File: src/rtl/sync_split.sv
// One-into-two 4-phase handshake fork: the incoming request is routed to the channels
// selected by sel, and the incoming ack follows the selected channel acks.
module sync_split #(
  parameter int SYNC_STAGES    = 2,
  parameter int TIMEOUT_CYCLES = 1024,
  parameter int CNT_W          = 16
) (
  input  logic       clk,
  input  logic       reset_n,
  input  logic       ri,
  input  logic [1:0] sel,
  output logic       ai,
  output logic       ro1,
  input  logic       ao1,
  output logic       ro2,
  input  logic       ao2,
  output logic       busy,
  output logic       err
);

  typedef enum logic [1:0] {
    IDLE    = 2'b00,
    REQ     = 2'b01,
    ACKED   = 2'b10,
    RELEASE = 2'b11
  } state_t;

  localparam logic [CNT_W-1:0] TIMEOUT_VAL = CNT_W'(TIMEOUT_CYCLES);

  // Stage 0 samples the raw pins; stage SYNC_STAGES-1 feeds the FSM. Bits are {ao2, ao1, ri}.
  logic [SYNC_STAGES-1:0][2:0] sync_reg;
  logic ri_s, ao1_s, ao2_s;

  state_t           state_reg, state_next;
  logic [1:0]       mask_reg, mask_next;
  logic             ai_reg, ai_next;
  logic             ro1_reg, ro1_next;
  logic             ro2_reg, ro2_next;
  logic [CNT_W-1:0] cnt_reg, cnt_next;
  logic             err_reg, err_next;
  logic             acks_high, acks_low;

  always_ff @(posedge clk or negedge reset_n) begin
    if (!reset_n) begin
      sync_reg <= '0;
    end else begin
      sync_reg <= {sync_reg[SYNC_STAGES-2:0], {ao2, ao1, ri}};
    end
  end

  assign ri_s  = sync_reg[SYNC_STAGES-1][0];
  assign ao1_s = sync_reg[SYNC_STAGES-1][1];
  assign ao2_s = sync_reg[SYNC_STAGES-1][2];

  // Acks of unselected channels are masked out so spurious activity there is invisible.
  assign acks_high = (ao1_s || !mask_reg[0]) && (ao2_s || !mask_reg[1]);
  assign acks_low  = (!ao1_s || !mask_reg[0]) && (!ao2_s || !mask_reg[1]);

  always_comb begin
    state_next = state_reg;
    mask_next  = mask_reg;
    ai_next    = ai_reg;
    ro1_next   = ro1_reg;
    ro2_next   = ro2_reg;
    case (state_reg)
      IDLE: begin
        if (ri_s) begin
          mask_next = sel;
          if (sel != 2'b00) begin
            ro1_next   = sel[0];
            ro2_next   = sel[1];
            state_next = REQ;
          end else begin
            ai_next    = 1'b1;
            state_next = ACKED;
          end
        end
      end
      REQ: begin
        if (acks_high) begin
          ai_next    = 1'b1;
          state_next = ACKED;
        end
      end
      ACKED: begin
        if (!ri_s) begin
          ro1_next = 1'b0;
          ro2_next = 1'b0;
          if (mask_reg == 2'b00) begin
            ai_next    = 1'b0;
            state_next = IDLE;
          end else begin
            state_next = RELEASE;
          end
        end
      end
      RELEASE: begin
        if (acks_low) begin
          ai_next    = 1'b0;
          state_next = IDLE;
        end
      end
      default: begin
        ai_next    = 1'b0;
        ro1_next   = 1'b0;
        ro2_next   = 1'b0;
        state_next = IDLE;
      end
    endcase
  end

  // Watchdog: restarts on every state change, counts only while waiting on channel acks.
  always_comb begin
    cnt_next = cnt_reg;
    if (state_next != state_reg) begin
      cnt_next = '0;
    end else if ((state_reg == REQ || state_reg == RELEASE) && cnt_reg != '1) begin
      cnt_next = cnt_reg + 1'b1;
    end
    err_next = err_reg;
    if (TIMEOUT_CYCLES != 0 && cnt_next == TIMEOUT_VAL) begin
      err_next = 1'b1;
    end
  end

  always_ff @(posedge clk or negedge reset_n) begin
    if (!reset_n) begin
      state_reg <= IDLE;
      mask_reg  <= 2'b00;
      ai_reg    <= 1'b0;
      ro1_reg   <= 1'b0;
      ro2_reg   <= 1'b0;
      cnt_reg   <= '0;
      err_reg   <= 1'b0;
    end else begin
      state_reg <= state_next;
      mask_reg  <= mask_next;
      ai_reg    <= ai_next;
      ro1_reg   <= ro1_next;
      ro2_reg   <= ro2_next;
      cnt_reg   <= cnt_next;
      err_reg   <= err_next;
    end
  end

  assign ai   = ai_reg;
  assign ro1  = ro1_reg;
  assign ro2  = ro2_reg;
  assign busy = (state_reg != IDLE);
  assign err  = err_reg;

endmodule

File: config.mk
export PLATFORM = sky130hd
export DESIGN_NAME = sync_split
export DESIGN_NICKNAME = d
export VERILOG_FILES = /design/src/rtl/sync_split.sv
export SDC_FILE = /design/constraint.sdc
export NUM_CORES = 1
export LEC_CHECK = 0
export ABC_AREA = 0
export CELL_PAD_IN_SITES_DETAIL_PLACEMENT = 1
export CELL_PAD_IN_SITES_GLOBAL_PLACEMENT = 2
export CORE_ASPECT_RATIO = 1.2
export CORE_MARGIN = 4
export CORE_UTILIZATION = 40
export CTS_CLUSTER_DIAMETER = 30
export DETAILED_ROUTE_END_ITERATION = 8
export PLACE_DENSITY = 0.89
export SLEW_MARGIN = 30
export SYNTH_ARGS = -nofsm -noshare
export SYNTH_HDL_FRONTEND = slang
export SYNTH_SLANG_ARGS = --single-unit
File: constraint.sdc
create_clock -name clk -period 5.4 [get_ports clk]
set_input_delay 1.08 -clock clk [delete_from_list [all_inputs] [get_ports clk]]
set_output_delay 1.08 -clock clk [all_outputs]
set_load 0.005 [all_outputs]
==> flow_metrics.env <==
export IMPL_largest_reg_flops=16
export IMPL_min_period_over_period_pct=54.36
export IMPL_ir_drop_mv=0.2271
export IMPL_crit_cells=7
export IMPL_grt_total_usage_pct=16.45
export IMPL_ys_seq_area_share_pct=41.67
export IMPL_crit_path_max_fanout=12
export IMPL_p_int_mw=0.5553
export IMPL_cts_htree_levels=2
export IMPL_clockBufferDepth=2
export IMPL_fillers=523
export IMPL_grt_pass1_wl_mm=7.320
export IMPL_final_nets=206
export IMPL_hpwlAfterDp_mm=3.036
export IMPL_grt_pass1_vias=1512
export IMPL_cts_sinks=30
export IMPL_synth_compound_area_share_pct=14.31
export IMPL_grt_max_degree=31
export IMPL_worst_hold_path_type="register to register"
export IMPL_cp_slowest_stage_delay_ns=0.67
export IMPL_worstSetupStartpointType="register"
export IMPL_worst_pin_slew_ns=0.5921
export IMPL_power_net_switching_mw=0.2804
export IMPL_fmax_ghz=0.3407
export IMPL_place_gp_congestion=0.7889
export IMPL_finalSetupTns_ns=0
export IMPL_path_cells="ha_1, nand4_4, o41a_1, a211o_1, a2111oi_2, a41oi_1, a31oi_1"
export IMPL_synth_edf_count=0
export IMPL_leakage_nw=0.8162
export IMPL_power_density_nw_per_um2=410.0
export IMPL_portBuffers=11
export IMPL_fin_skew_ns=0.01011
export IMPL_synthToLayoutAreaGrowth_pct=13.12
export IMPL_drive_gt1_share_pct=13.57
export IMPL_ys_warn_count=0
export IMPL_antenna_found_initial=0
export IMPL_cts_root_buffer="clkbuf_8"
export IMPL_synth_area_top_cells="dfrtp_1 42%, nor2_1 5.6%, xor2_1 3.9%"
export IMPL_hold_buffers=0
export IMPL_multi_input_area_um2=934.6
export IMPL_synth_distinct_cells=47
export IMPL_grt_overflow_total=0
export IMPL_max_slew_margin_pct=60.09
export IMPL_vias=1428
export IMPL_numCtsBuffers=5
export IMPL_cp_slowest_cell="o41a_1"
export IMPL_synth_seq_cells=30
export IMPL_clock_latency_ns=0.29
export IMPL_drt_iter0_markers=87
export IMPL_worstSetupEndpointType="register"
export IMPL_final_util_pct=47.47
export IMPL_synth_fp_nets=200
export IMPL_avgSynthCellArea_um2=9.384
export IMPL_tritoncts="done"
export IMPL_outcome="complete, no violations"
export IMPL_worstSetupPathType="register to register"
export IMPL_drcViolationCount=0
export IMPL_cp_num_buf_inv=0
export IMPL_cts_setup_buffers=0
export IMPL_syn_area_um2=1802
export IMPL_crit_arrival_ns=3.14
export IMPL_synth_top_family_by_area="simple AND/OR/NAND/NOR gates"
export IMPL_clk_pin_slew_worst_paths_ns=0.07
export IMPL_comb_power_share_pct=28.7
export IMPL_antenna_left=0
export IMPL_syn_inst=192
export IMPL_maxSlewViolCount=0
export IMPL_synth_top_area_share_pct=41.67
export IMPL_p_seq_share_pct=37.2
export IMPL_hold_path_depth=0
export IMPL_path_delay_family="compound AO/OA/AOI/OAI gates"
export IMPL_dieWidth_um=69.27
export IMPL_std_cell_rows=26
export IMPL_design_core_area_um2=4294
export IMPL_switching_share_pct=33.55
export IMPL_totalWireLength_mm=4.329
export IMPL_rr_worst_depth=7
export IMPL_setup_viol=0
export IMPL_worstPathRequired_ns=5.61
export IMPL_synth_adder_area_share_pct=0.6944
export IMPL_power_frac_clock_pct=34.2
export IMPL_ios=12
export IMPL_synthMuxAreaShare_pct=2.361
export IMPL_via_per_inst=5.600
export IMPL_die_y_um=81.52
export IMPL_antenna_cells=0
export IMPL_regArea_um2=750.7
export IMPL_yosys_area_top_type="dfrtp_1"
export IMPL_drv_cap=0
export IMPL_synthArstFlopShare_pct=100.0
export IMPL_ctsResizeCount=0
export IMPL_die_area_um2=5646
export IMPL_dominantRegCellSynth="dfrtp_1"
export IMPL_wire_per_inst_um=16.98
export IMPL_yosys_area_share_simple_pct=26.81
export IMPL_initial_core_util_pct=41.96
export IMPL_firstDrtPassIters=4
export IMPL_synth_xor_area_share_pct=7.292
export IMPL_final_min_clock_period_ns=2.935
export IMPL_hold_violations=0
export IMPL_rsz0062_at_grt="false"
## layout by cell type, fill, tap and decap left out, types with 2 or more instances in the layout
cell | Yosys | final
clkdlybuf4s50_1 | 0 | 11
xnor2_1 | 7 | 7
nand2_1 | 12 | 12
and3_2 | 2 | 2
nand4_1 | 6 | 6
clkbuf_8 | 0 | 6
nor2_1 | 27 | 27
and4_1 | 2 | 2
dfrtp_1 | 30 | 30
bufinv_16 | 0 | 2
xor2_1 | 8 | 8
mux2i_1 | 2 | 2
a311oi_1 | 3 | 3
nor3_1 | 3 | 3
mux2_2 | 2 | 2
nor4_1 | 3 | 3
nand3_1 | 7 | 7
a21boi_0 | 2 | 2
inv_1 | 6 | 6
a31oi_1 | 2 | 2
nor2b_1 | 7 | 7
and3_1 | 3 | 3
nand2b_1 | 2 | 2
a21oi_1 | 7 | 7
and4_2 | 2 | 2
or2_2 | 5 | 5
o21ai_0 | 9 | 9
## metal layers
metal | global-route usage (%) | part of all wire, %
met1 | 18.87 | 44
met2 | 29.96 | 51
met3 | 3.794 | 2.6
met4 | 6.250 | 1.9
met5 | 0 | 0
## kinds of logic after synthesis
| family | after synthesis |
|---|---|
| AO/OA/AOI/OAI | 36 |
| buffers and inverters | 19 |
| flip-flops | 30 |
| adder cells (fa/ha/maj) | 1 |
| XOR/XNOR | 15 |
| multiplexers | 4 |
| AND/OR/NAND/NOR | 87 |
## path summary, 6_finish.rpt
check / slack [ns] / from / end
min in group asynchronous: 1.18 / reset_n / ro2
worst min register to register: 0.36 / sync_reg[0] / ri_s
max in group asynchronous: 3.92 / reset_n / sync_reg[2]
worst max-delay path: 2.46 / cnt_reg[0] / err
worst max register to register: 2.46 / cnt_reg[0] / err
worst min-delay path: 0.36 / sync_reg[0] / ri_s
## area by class of cell
class,instances,share of cell area (%)
inverter,6,1.105
tap,56,3.438
timing repair buffer,12,5.770
clock inverter,2,2.947
clock buffer,6,4.052
sequential,30,36.83
multi-input combinational,143,45.86
## through the flow
stage	instances	power [mW]	setup slack, ns	instance area (um^2)	hold WS [ns]
after floorplan	192	0.4716	2.836	1802	0.3312
after global placement	247	0.5386	2.286	1888	0.3350
after detailed placement	247	0.5560	2.196	1888	0.3477
after CTS	255	0.8448	2.390	2031	0.3623
after global routing	255	0.8861	2.234	2038	0.3772
final	255	0.8357	2.465	2038	0.3556
## Yosys cell counts, types with 2 or more instances
| master | n |
|---|---|
| nand2_1 | 12 |
| dfrtp_1 | 30 |
| a311oi_1 | 3 |
| clkbuf_1 | 3 |
| and3_1 | 3 |
| buf_4 | 6 |
| xor2_1 | 8 |
| nor4_1 | 3 |
| nand4_1 | 6 |
| mux2i_1 | 2 |
| and4_2 | 2 |
| nor2b_1 | 7 |
| a21oi_1 | 7 |
| and3_2 | 2 |
| a31oi_1 | 2 |
| nor2_1 | 27 |
| a21boi_0 | 2 |
| nand2b_1 | 2 |
| nor3_1 | 3 |
| nand3_1 | 7 |
| or2_2 | 5 |
| xnor2_1 | 7 |
| mux2_2 | 2 |
| inv_1 | 6 |
| buf_6 | 4 |
| and4_1 | 2 |
| o21ai_0 | 9 |
## worst reg2reg max path: stages (launching register included)
cell and delay, ns:
dfrtp_1 0.47, ha_1 0.35, nand4_4 0.24, o41a_1 0.67, a211o_1 0.37, a2111oi_2 0.40, a41oi_1 0.18, a31oi_1 0.16
## power groups by stage
stage / combinational, mW / clock [mW] / sequential (mW)
floorplan: 0.187 / 0 / 0.285
global placement: 0.230 / 0 / 0.308
detailed placement: 0.243 / 0 / 0.313
CTS: 0.245 / 0.291 / 0.309
global route: 0.268 / 0.300 / 0.319
finish: 0.240 / 0.285 / 0.311
No activity file was read; power rests on OpenSTA's default activity.
==> RTL change: new RTL, config.mk and constraints unchanged <==
Change the parameter `SYNC_STAGES` from 2 to 4.
--- a/src/rtl/sync_split.sv
+++ b/src/rtl/sync_split.sv
@@ -3,3 +3,3 @@
 module sync_split #(
-  parameter int SYNC_STAGES    = 2,
+  parameter int SYNC_STAGES    = 4,
   parameter int TIMEOUT_CYCLES = 1024,
Check against the original RTL: not equivalent (Yosys sat finds a counterexample within 4 cycles, from zero or initial values and one cycle with reset_n low).
==> RTL change against the unedited design <==
Final cell count down 1.6%; die area grew 3.0%; critical path type is now input port to flip-flop; register-to-register slack gained 0.49 ns; combinational power fell by 3%; critical path depth is 1 lower; total power grew 0.35%; area after synthesis up 3.4%; sequential share of layout area up 6.0 points; largest cell class is now sequential cells; highest routed layer unchanged; wire length decreased by 1.6%; final area grew 3.2%; global-route usage is 0.73 points higher; setup slack got worse by 0.13 ns; sequential cell count grew 6.
==> RTL change: results <==
{
  "met3_length_um": 148,
  "ys_types": 51,
  "yosys-top-cells-count": "36 x dfrtp_1, 24 x nor2_1, 17 x nand2_1",
  "worstPathArrival_ns": 3.26,
  "hold_start": "sync_reg[7]$_DFF_PN0_",
  "wl_mm": 4.26,
  "syn_area_per_cell_um2": 10.0,
  "syn_nets": 194,
  "ir_drop_v": 0.000206,
  "drtIter0Drc": 96,
  "hold_end": "ao1_s$_DFF_PN0_",
  "drive_gt1_share_pct": 11.3,
  "clock_skew_ns": 0.00371,
  "leakage_nw": 0.857,
  "outcome": "finished clean",
  "place_inst": 243,
  "hold_depth": 0,
  "dr_wl_met2_mm": 2.13,
  "vias_per_cell": 5.69,
  "dpl.hpwl_mm": 3.04,
  "hold_ws_ns": 0.348,
  "fin_nets": 202,
  "wl_met1_mm": 1.88,
  "r2r_start": "state_reg[0]$_DFF_PN0_",
  "nFillCells": 505,
  "worst-path-max-fanout": 17,
  "gp_congestion": 0.832,
  "grt_max_degree": 37,
  "path_clk_slew_ns": 0.08,
  "worst_pin_slew_ns": 0.760,
  "rrSetupSlack_ns": 2.95,
  "r2r.worst_path.cells": 6,
  "layout.cells.non_filler": 251,
  "grt_pass1_wl_mm": 7.84,
  "yosysSeqAreaShare_pct": 48.4,
  "port-buffer-count": 11,
  "grt_use_total_pct": 17.2,
  "async_reset_ff_share_pct": 100,
  "ys_top_cells_by_area": "dfrtp_1 48%, nor2_1 4.8%, nand2_1 3.4%",
  "numCtsBuffers": 5
}
RTL change: changes by cell type after synthesis, sizes merged, moves of 4 or more:
cell,change
nand2,+5
buf,-4
nor3,+4
dfrtp,+6
xnor2,-4
and3,-4
RTL change: power breakdown:
| part | internal, mW | leakage, nW | switching, mW | total, mW |
|---|---|---|---|---|
| registers | 0.303 | 0.455 | 0.0564 | 0.360 |
| clock network | 0.139 | 0.0548 | 0.106 | 0.245 |
| logic | 0.102 | 0.347 | 0.132 | 0.233 |
RTL change: through the flow:
step	util (%)	total power [mW]	cell area, µm²
2_1_floorplan	-	0.512	1860
3_3_place_gp	45.3	0.580	1990
3_5_place_dp	45.3	0.598	1990
4_1_cts	47.9	0.846	2100
5_1_grt	47.9	0.892	2100
6_report	47.9	0.839	2100
RTL change: how the worst max path moves through the flow:
stage	start	endpoint	slack (ns)
2_1_floorplan	sel[1]	err$_DFFE_PN0N_	2.90
3_3_place_gp	sel[1]	err$_DFFE_PN0N_	2.14
3_5_place_dp	sel[1]	err$_DFFE_PN0N_	2.04
4_1_cts	sel[1]	err$_DFFE_PN0N_	2.35
5_1_grt	sel[0]	err$_DFFE_PN0N_	2.17
6_report	sel[1]	err$_DFFE_PN0N_	2.34
RTL change: cells by family after synthesis:
family	after synthesis	share of synthesized area [%]
adders and majority gates	1	0.671
xor gates and xnor gates	9	4.63
muxes	5	2.75
DFF	36	48.4
and+or+nand+nor	88	25.5
buffers and inverters	14	3.96
AOI/OAI and AO/OA	33	14.1
RTL change: final cells by class:
class | count | area, µm² | share of cell area [%]
multi-input combinational | 136 | 888 | 42.2
timing repair buffer | 12 | 118 | 5.59
sequential | 36 | 901 | 42.8
tap | 56 | 70.1 | 3.33
clock inverter | 3 | 46.3 | 2.20
inverter | 3 | 11.3 | 0.535
clock buffer | 5 | 68.8 | 3.27
RTL change: critical path, cell delays in order:
cell and delay [ns]:
clkdlybuf4s50_1 0.48, or2_2 0.33, a311oi_1 0.40, o21ai_2 0.31, nand4b_1 0.30, o41ai_2 0.36
RTL change: routing by layer:
layer	up-vias	GRT usage [%]
met1	718	19.9
met4	0	6.90
li1	677	-
met3	11	4.36
met5	-	0
met2	22	30.4
